**config.mk**
```make
export PLATFORM = sky130hd
export DESIGN_NAME = m_mem_access
export DESIGN_NICKNAME = d
export VERILOG_FILES = /design/src/rtl/m_mem_access.sv
export SDC_FILE = /design/constraint.sdc
export NUM_CORES = 1
export LEC_CHECK = 0
export CAP_MARGIN = 20
export CORE_MARGIN = 4
export CORE_UTILIZATION = 39
export DETAILED_ROUTE_END_ITERATION = 12
export PLACE_DENSITY = 0.77
export SLEW_MARGIN = 10
export SYNTH_ARGS = -nofsm -noshare
export SYNTH_HDL_FRONTEND = slang
export SYNTH_SLANG_ARGS = --single-unit
export TNS_END_PERCENT = 50
```
**constraint.sdc**
```tcl
create_clock -name clk -period 1.61 [get_ports clk]
set_input_delay 0.4025 -clock clk [delete_from_list [all_inputs] [get_ports clk]]
set_output_delay 0.4025 -clock clk [all_outputs]
set_load 0.03 [all_outputs]
```
**src/rtl/m_mem_access.sv**
```systemverilog
// Memory-stage access controller: one load/store per instruction over a req/ack bus.
// Optional MEM_ALIGN_CHK_EN: misaligned half/word accesses fail with m_err instead of going out.
module m_mem_access #(
  parameter int unsigned TIMEOUT_CYCLES = 255
) (
  input  logic        clk,
  input  logic        rst,
  input  logic        m_valid,
  input  logic        m_rd,
  input  logic        m_wr,
  input  logic [1:0]  m_size,
  input  logic        m_unsigned,
  input  logic [31:0] m_addr,
  input  logic [31:0] m_wdata,
  output logic        bus_req,
  output logic        bus_we,
  output logic [31:0] bus_addr,
  output logic [3:0]  bus_be,
  output logic [31:0] bus_wdata,
  input  logic        bus_ack,
  input  logic [31:0] bus_rdata,
  output logic [31:0] m_rdata,
  output logic        m_stall,
  output logic        m_done,
  output logic        m_err
);

  typedef enum logic [1:0] {StIdle, StBusy, StDone} state_e;

  localparam logic [7:0] TimeoutLast = 8'(TIMEOUT_CYCLES - 1);

  state_e      state_q;
  logic [7:0]  cnt_q;
  logic [1:0]  size_q;
  logic        unsigned_q;
  logic [1:0]  addr_lo_q;

  logic        start;
  logic        misaligned;
  logic        timeout_hit;
  logic [3:0]  be_next;
  logic [31:0] wdata_next;
  logic [7:0]  lane_byte;
  logic [15:0] lane_half;
  logic [31:0] load_data;

  assign start       = m_valid & (m_rd | m_wr);
  assign timeout_hit = (cnt_q == TimeoutLast);
  assign m_stall     = ((state_q == StIdle) & start) | (state_q == StBusy);

`ifdef MEM_ALIGN_CHK_EN
  always_comb begin
    misaligned = 1'b0;
    unique case (m_size)
      2'b00:   misaligned = 1'b0;
      2'b01:   misaligned = m_addr[0];
      default: misaligned = |m_addr[1:0];
    endcase
  end
`else
  assign misaligned = 1'b0;
`endif

  // Store lane steering: enables follow the address, data is replicated across lanes.
  always_comb begin
    be_next    = 4'b1111;
    wdata_next = m_wdata;
    unique case (m_size)
      2'b00: begin
        be_next    = 4'b0001 << m_addr[1:0];
        wdata_next = {4{m_wdata[7:0]}};
      end
      2'b01: begin
        be_next    = m_addr[1] ? 4'b1100 : 4'b0011;
        wdata_next = {2{m_wdata[15:0]}};
      end
      default: begin
        be_next    = 4'b1111;
        wdata_next = m_wdata;
      end
    endcase
  end

  // Load lane select and extension, driven by the type latched at start.
  always_comb begin
    lane_byte = bus_rdata[7:0];
    unique case (addr_lo_q)
      2'b00: lane_byte = bus_rdata[7:0];
      2'b01: lane_byte = bus_rdata[15:8];
      2'b10: lane_byte = bus_rdata[23:16];
      2'b11: lane_byte = bus_rdata[31:24];
      default: lane_byte = bus_rdata[7:0];
    endcase
    lane_half = addr_lo_q[1] ? bus_rdata[31:16] : bus_rdata[15:0];
    load_data = bus_rdata;
    unique case (size_q)
      2'b00:   load_data = unsigned_q ? {24'h0, lane_byte} : {{24{lane_byte[7]}}, lane_byte};
      2'b01:   load_data = unsigned_q ? {16'h0, lane_half} : {{16{lane_half[15]}}, lane_half};
      default: load_data = bus_rdata;
    endcase
  end

  always_ff @(posedge clk) begin
    if (rst) begin
      state_q    <= StIdle;
      cnt_q      <= 8'h0;
      size_q     <= 2'b00;
      unsigned_q <= 1'b0;
      addr_lo_q  <= 2'b00;
      bus_req    <= 1'b0;
      bus_we     <= 1'b0;
      bus_addr   <= 32'h0;
      bus_be     <= 4'h0;
      bus_wdata  <= 32'h0;
      m_rdata    <= 32'h0;
      m_done     <= 1'b0;
      m_err      <= 1'b0;
    end else begin
      unique case (state_q)
        StIdle: begin
          m_done <= 1'b0;
          m_err  <= 1'b0;
          if (start) begin
            if (misaligned) begin
              state_q <= StDone;
              m_done  <= 1'b1;
              m_err   <= 1'b1;
              m_rdata <= 32'h0;
            end else begin
              state_q    <= StBusy;
              cnt_q      <= 8'h0;
              size_q     <= m_size;
              unsigned_q <= m_unsigned;
              addr_lo_q  <= m_addr[1:0];
              bus_req    <= 1'b1;
              bus_we     <= m_wr;
              bus_addr   <= {m_addr[31:2], 2'b00};
              bus_be     <= be_next;
              bus_wdata  <= wdata_next;
            end
          end
        end
        StBusy: begin
          // Ack takes priority over a timeout firing in the same cycle.
          if (bus_ack) begin
            state_q <= StDone;
            bus_req <= 1'b0;
            m_rdata <= bus_we ? 32'h0 : load_data;
            m_done  <= 1'b1;
            m_err   <= 1'b0;
          end else if (timeout_hit) begin
            state_q <= StDone;
            bus_req <= 1'b0;
            m_rdata <= 32'h0;
            m_done  <= 1'b1;
            m_err   <= 1'b1;
          end else begin
            cnt_q <= cnt_q + 8'd1;
          end
        end
        StDone: begin
          state_q <= StIdle;
          m_done  <= 1'b0;
          m_err   <= 1'b0;
        end
        default: state_q <= StIdle;
      endcase
    end
  end

endmodule

```
* Yosys cells after proc, flatten, opt, wreduce, memory -nomap -nowiden
Index checks and enable logic that the tools add are counted.
Operators by class: bitwise logic cells 4, multiplexer cells 28, add/subtract/negate cells 1, eq/ne operators 12, reductions and logical operators 14, shift-type cells 1
Operator list (number):
- two-way mux 32 bit | 5
- one-hot mux 32 bit (2 select lines) | 2
- one-hot mux 8 bit (4 select lines) | 1
- two-way mux 8 bit | 3
- two-way mux 16 bit | 1
- one-hot mux 8 bit (2 select lines) | 1
- adder 8 x 1 -> 8 bit (second input constant) | 1
- equality test 2 x 1 -> 1 bit (second input constant) | 4
- equality test 8 bit (second input constant) | 1
- zero test 2 bit | 4
- one-hot mux 4 bit (2 select lines) | 1
- AND reduction 2 bit | 4
- equality test 2 bit (second input constant) | 3
- two-way mux 1 bit | 6
- two-way mux 2 bit | 3
- inequality test 2 bit (second input constant) | 3
- one-hot mux 1 bit (2 select lines) | 3
- nonzero test 2 bit | 3
- two-way mux 4 bit | 1
- one-hot mux 2 bit (2 select lines) | 1
- AND reduction 4 bit | 1
- left shift 1 x 2 -> 4 bit (first input constant) | 1
- inequality test 3 bit (second input constant) | 1
- AND reduction 3 bit | 1
- 3 further kinds | 5
Word-level totals: register bits 117, logic and storage cells 73, output and inout port bits 105

* Logic depth before layout (Yosys ltp)
depth after elaboration 6, mapped depth 7, depth with buffers taken out 5

* Worst setup path before layout
No wires, ideal clock.
kind register to register, start point register addr_lo_q[1], end point register m_rdata[22], arrival time 1.561 ns, clock period less this slack 1.683 ns, library setup time 0.122 ns, path slack -0.073 ns, cell stages (with the launch flop) 6, path through dfxtp_1 buf_6 mux4_2 o211a_4 buf_6 a221o_1
Between the ends: cells in the longest elaborated chain, start to end 6, elaborated cells between the ends (all ways) 11, classes of those cells eq/ne: 3; mux: 7; reduce/logical: 1
Ends and longest elaborated chain:
- start, declared | line 36 | logic [1:0] addr_lo_q;
- start signal, assigned | line 134 | addr_lo_q <= m_addr[1:0];
- equality test 2 bit, or another cell as far along | line 87 | unique case (addr_lo_q)
- one-hot mux 8 bit (4 select lines) | line 87
- two-way mux 32 bit | line 97 | 2'b00: load_data = unsigned_q ? {24'h0, lane_byte} : {{24{lane_byte[7]}}, lane_byte};
- one-hot mux 32 bit (2 select lines) * | line 96 | unique case (size_q)
- two-way mux 32 bit * | line 148 | m_rdata <= bus_we ? 32'h0 : load_data;
- two-way mux 32 bit * | line 145 | if (bus_ack) begin
- end signal, assigned | line 148
- end, declared | line 22 | output logic [31:0] m_rdata,
Every way passes the cells marked *; elsewhere a longest branch is shown, timed or not. A chain may end at the register's enable or synchronous reset.

* Worst setup path after layout
start point register addr_lo_q[1], end point register m_rdata[13]
Same word-level chain as after synthesis.

==> results.txt <==
clk slew on worst S/H paths -> 0.05 ns
Slew Viols, Final -> 0
r2r startpoint -> addr_lo_q[1]
gr usage total -> 23.31%
min Tclk post-route -> 1.664 ns
Final Hold Viols -> 0
share of cells above drive strength 1 -> 15.46%
final net count -> 948
root buffer cell -> clkbuf_16
status -> complete, but fails checks
internal power -> 6034 uW
Iter 0 DRT Violations -> 407
CTS Sinks -> 117
Sw Ratio -> 27.98%
CTS Hold Bufs -> 0
Post-Synthesis Cells -> 596
reg2reg end -> m_rdata[13]
register share of total power -> 37.7%
Netlist cell types -> 51
Cell Count Post-Placement -> 990
worst hold path class -> in2reg
Worst Setup Slack, final -> -0.05395 ns
synthesis warning total -> 0
first-pass GRT wire length -> 27.51 mm
area share of the largest cell type after synthesis -> 45.74%
critical path endpoint category -> flip-flop
cell area after layout -> 8312 sq um
Post-synth ARST share -> 0%
maximum VDD drop -> 0.0006662 V
CTS tree -> done
failing checks -> negative setup slack
DR vias -> 5,494
mean post-synth cell area -> 8.593 sq um
critical path peak fanout -> 8
most frequent cells in the layout -> 122 x nand2_1, 115 x dfxtp_1, 96 x clkdlybuf4s50_1
clock latency on the worst-skew pair -> 0.42 ns
Layout Utilization -> 65.33%
Final setup viols -> 9
Clock Path Buffers -> 2
CP arrival -> 1.97 ns
RSZ-0062 raised after global routing -> true
Via density -> 5.355
GRT overflow -> 0
Synth area leaders -> dfxtp_1 46%, nand2_1 9.0%, mux2i_1 6.3%, a21oi_1 5.5%, a221o_1 3.1%
worst-case clock skew -> 0.006163 ns
EDFF count, synth -> 0
commonest non-fill, non-tap cell in the layout -> nand2_1
Total Wirelength -> 17.64 mm
largest net degree at the start of global routing -> 57
r2r worst-path depth -> 4
setup slack, reg-to-reg -> -0.05 ns
CTS HTree Levels -> 4
flops & latches, synth -> 117
Initial Utilization -> 40.25%
I/O pin total -> 210
actual slew at the worst max-slew pin -> 0.5946 ns
TritonCTS Buffers -> 17
DRT antenna net count -> 0
die height -> 122.6 microns
power consumption -> 8379 uW
combinational power share -> 20.2%
cell taking the most area after synthesis -> dfxtp_1
Max-slew headroom -> 60.36%
Clock power frac -> 42.1%
DIE AREA -> 15,030 sq um
Die W -> 122.6 microns
CP Launch Point -> addr_lo_q[1]
hold path cells -> 3
P&R area growth vs syn -> 62.30%
WS Path Type -> reg2reg
Worst EP required -> 1.92 ns
final worst-path cycle share -> 103.4%
worst setup path endpoint -> m_rdata[13]
DRC errors left -> 0
placed cell area -> 7771 sq um
Routed WL per cell -> 17.19 microns
top_reg_cell synth -> dfxtp_1
GP Congestion -> 0.8663
Peak Freq -> 601.0 MHz
Pre-antenna DRT Iters -> 6
diode count -> 0
Buffers on Ports -> 207
max_cap viols -> 0
mapped cell area -> 5121 sq um
Power Density -> 1008 nW/um^2
vias in the first global route -> 5,572
core box area -> 12,720 sq um
Final Instance Count excl. Fillers -> 1,026
register area share after synthesis -> 45.74%
HPWL Detailed -> 13.01 mm
initial antenna violation count -> 0
P_leak -> 0.003590 uW
sw power -> 2345 uW
Setup crit start kind -> flip-flop
row cnt -> 41
[per-stage QoR]
step	setup TNS (ns)	setup WS (ns)	hold slack, ns
global placement	-33.80	-0.5370	0.4419
finish	-0.3265	-0.05395	0.4103
floorplan	-1.047	-0.06540	0.4499
global route	-1.185	-0.08695	0.4334
detailed placement	-38.85	-0.5544	0.4483
CTS	-0.5009	-0.06315	0.4029
[metal layers]
| layer | wire, microns | part of all wire, % | global-route usage, % | up-vias |
|---|---|---|---|---|
| met5 | 0 | 0 | 0 | - |
| met4 | 374 | 2.1 | 8.817 | 0 |
| met3 | 1903 | 11 | 9.816 | 36 |
| met2 | 8549 | 48 | 39.26 | 256 |
| met1 | 6815 | 39 | 26.27 | 2592 |
| li1 | - | - | - | 2610 |
[power groups by stage]
| stage | logic, uW | registers [uW] | clock network, uW |
|---|---|---|---|
| finish | 1690 | 3160 | 3530 |
| floorplan | 574 | 3500 | 0 |
| global route | 1820 | 3170 | 3700 |
| CTS | 1680 | 3150 | 3580 |
| detailed placement | 1760 | 3220 | 0 |
| global placement | 1730 | 3210 | 0 |
[repair_timing]
action                     4_1_cts  5_1_grt
buffers inserted                 1        2
resized for setup              125       43
setup endpoints to repair      133       63
gates cloned                     0        1
pin swaps                        0        4
[worst min path at each step]
| stage | to | from | slack, ns |
|---|---|---|---|
| 6_report | bus_we | m_wr | 0.41 |
| 5_1_grt | bus_we | m_wr | 0.43 |
| 4_1_cts | bus_we | m_wr | 0.40 |
| 3_5_place_dp | bus_wdata[3] | bus_wdata[3] | 0.45 |
| 3_3_place_gp | bus_addr[16] | bus_addr[16] | 0.44 |
| 2_1_floorplan | unsigned_q | unsigned_q | 0.45 |
[cells by family (layout without fill, tap and decap cells)]
family	Yosys count	after routing	share of synthesized area (%)
adder cells (fa/ha/maj)	2	2	0.4886
flip-flops	117	117	45.74
AO/OA/AOI/OAI	182	183	25.24
multiplexers	33	33	6.694
buffers and inverters	65	321	5.473
AND/OR/NAND/NOR	196	196	16.30
other	1	2	0.07323
[cell type report]
class | count | area [sq um]
well taps | 172 | 215.2
repair buffers | 275 | 2550
multi-input cells | 416 | 2590
flip-flops and latches | 117 | 2350
clock buffers | 22 | 474.2
clock inverters | 10 | 80.08
inverters | 14 | 52.55
fillers | 1061 | 4410
[critical path: stages, from the launching register on]
cell and delay (ns):
dfxtp_4 0.36, mux4_2 0.53, nor2b_4 0.15, o31a_4 0.32
a22o_1 0.21
[registers in the layout (all words and copies together), names as in the netlist]
name and count:
unsigned_q 1, state_q 2, m_err 1, bus_addr 30, addr_lo_q 2, bus_be 4, bus_we 1, size_q 2
bus_wdata 32, m_done 1, cnt_q 8, m_rdata 32, bus_req 1
[synth_stat cells (6+ instances only)]
cell type and count:
clkbuf_1 28, dfxtp_1 117, a211oi_1 14, a2bb2oi_1 7, mux2i_1 32, nor2_1 40
buf_2 8, inv_1 14, nand2_1 123, a32o_1 6, o211ai_1 7, a311oi_1 11
a22o_1 8, o21bai_1 7, buf_1 10, a21oi_1 56, a221o_1 16, nand3b_1 6
nand2b_1 10, o22ai_1 7, o21ai_0 20, a21o_1 8
Note: power is estimated with default switching activity, not from simulation.
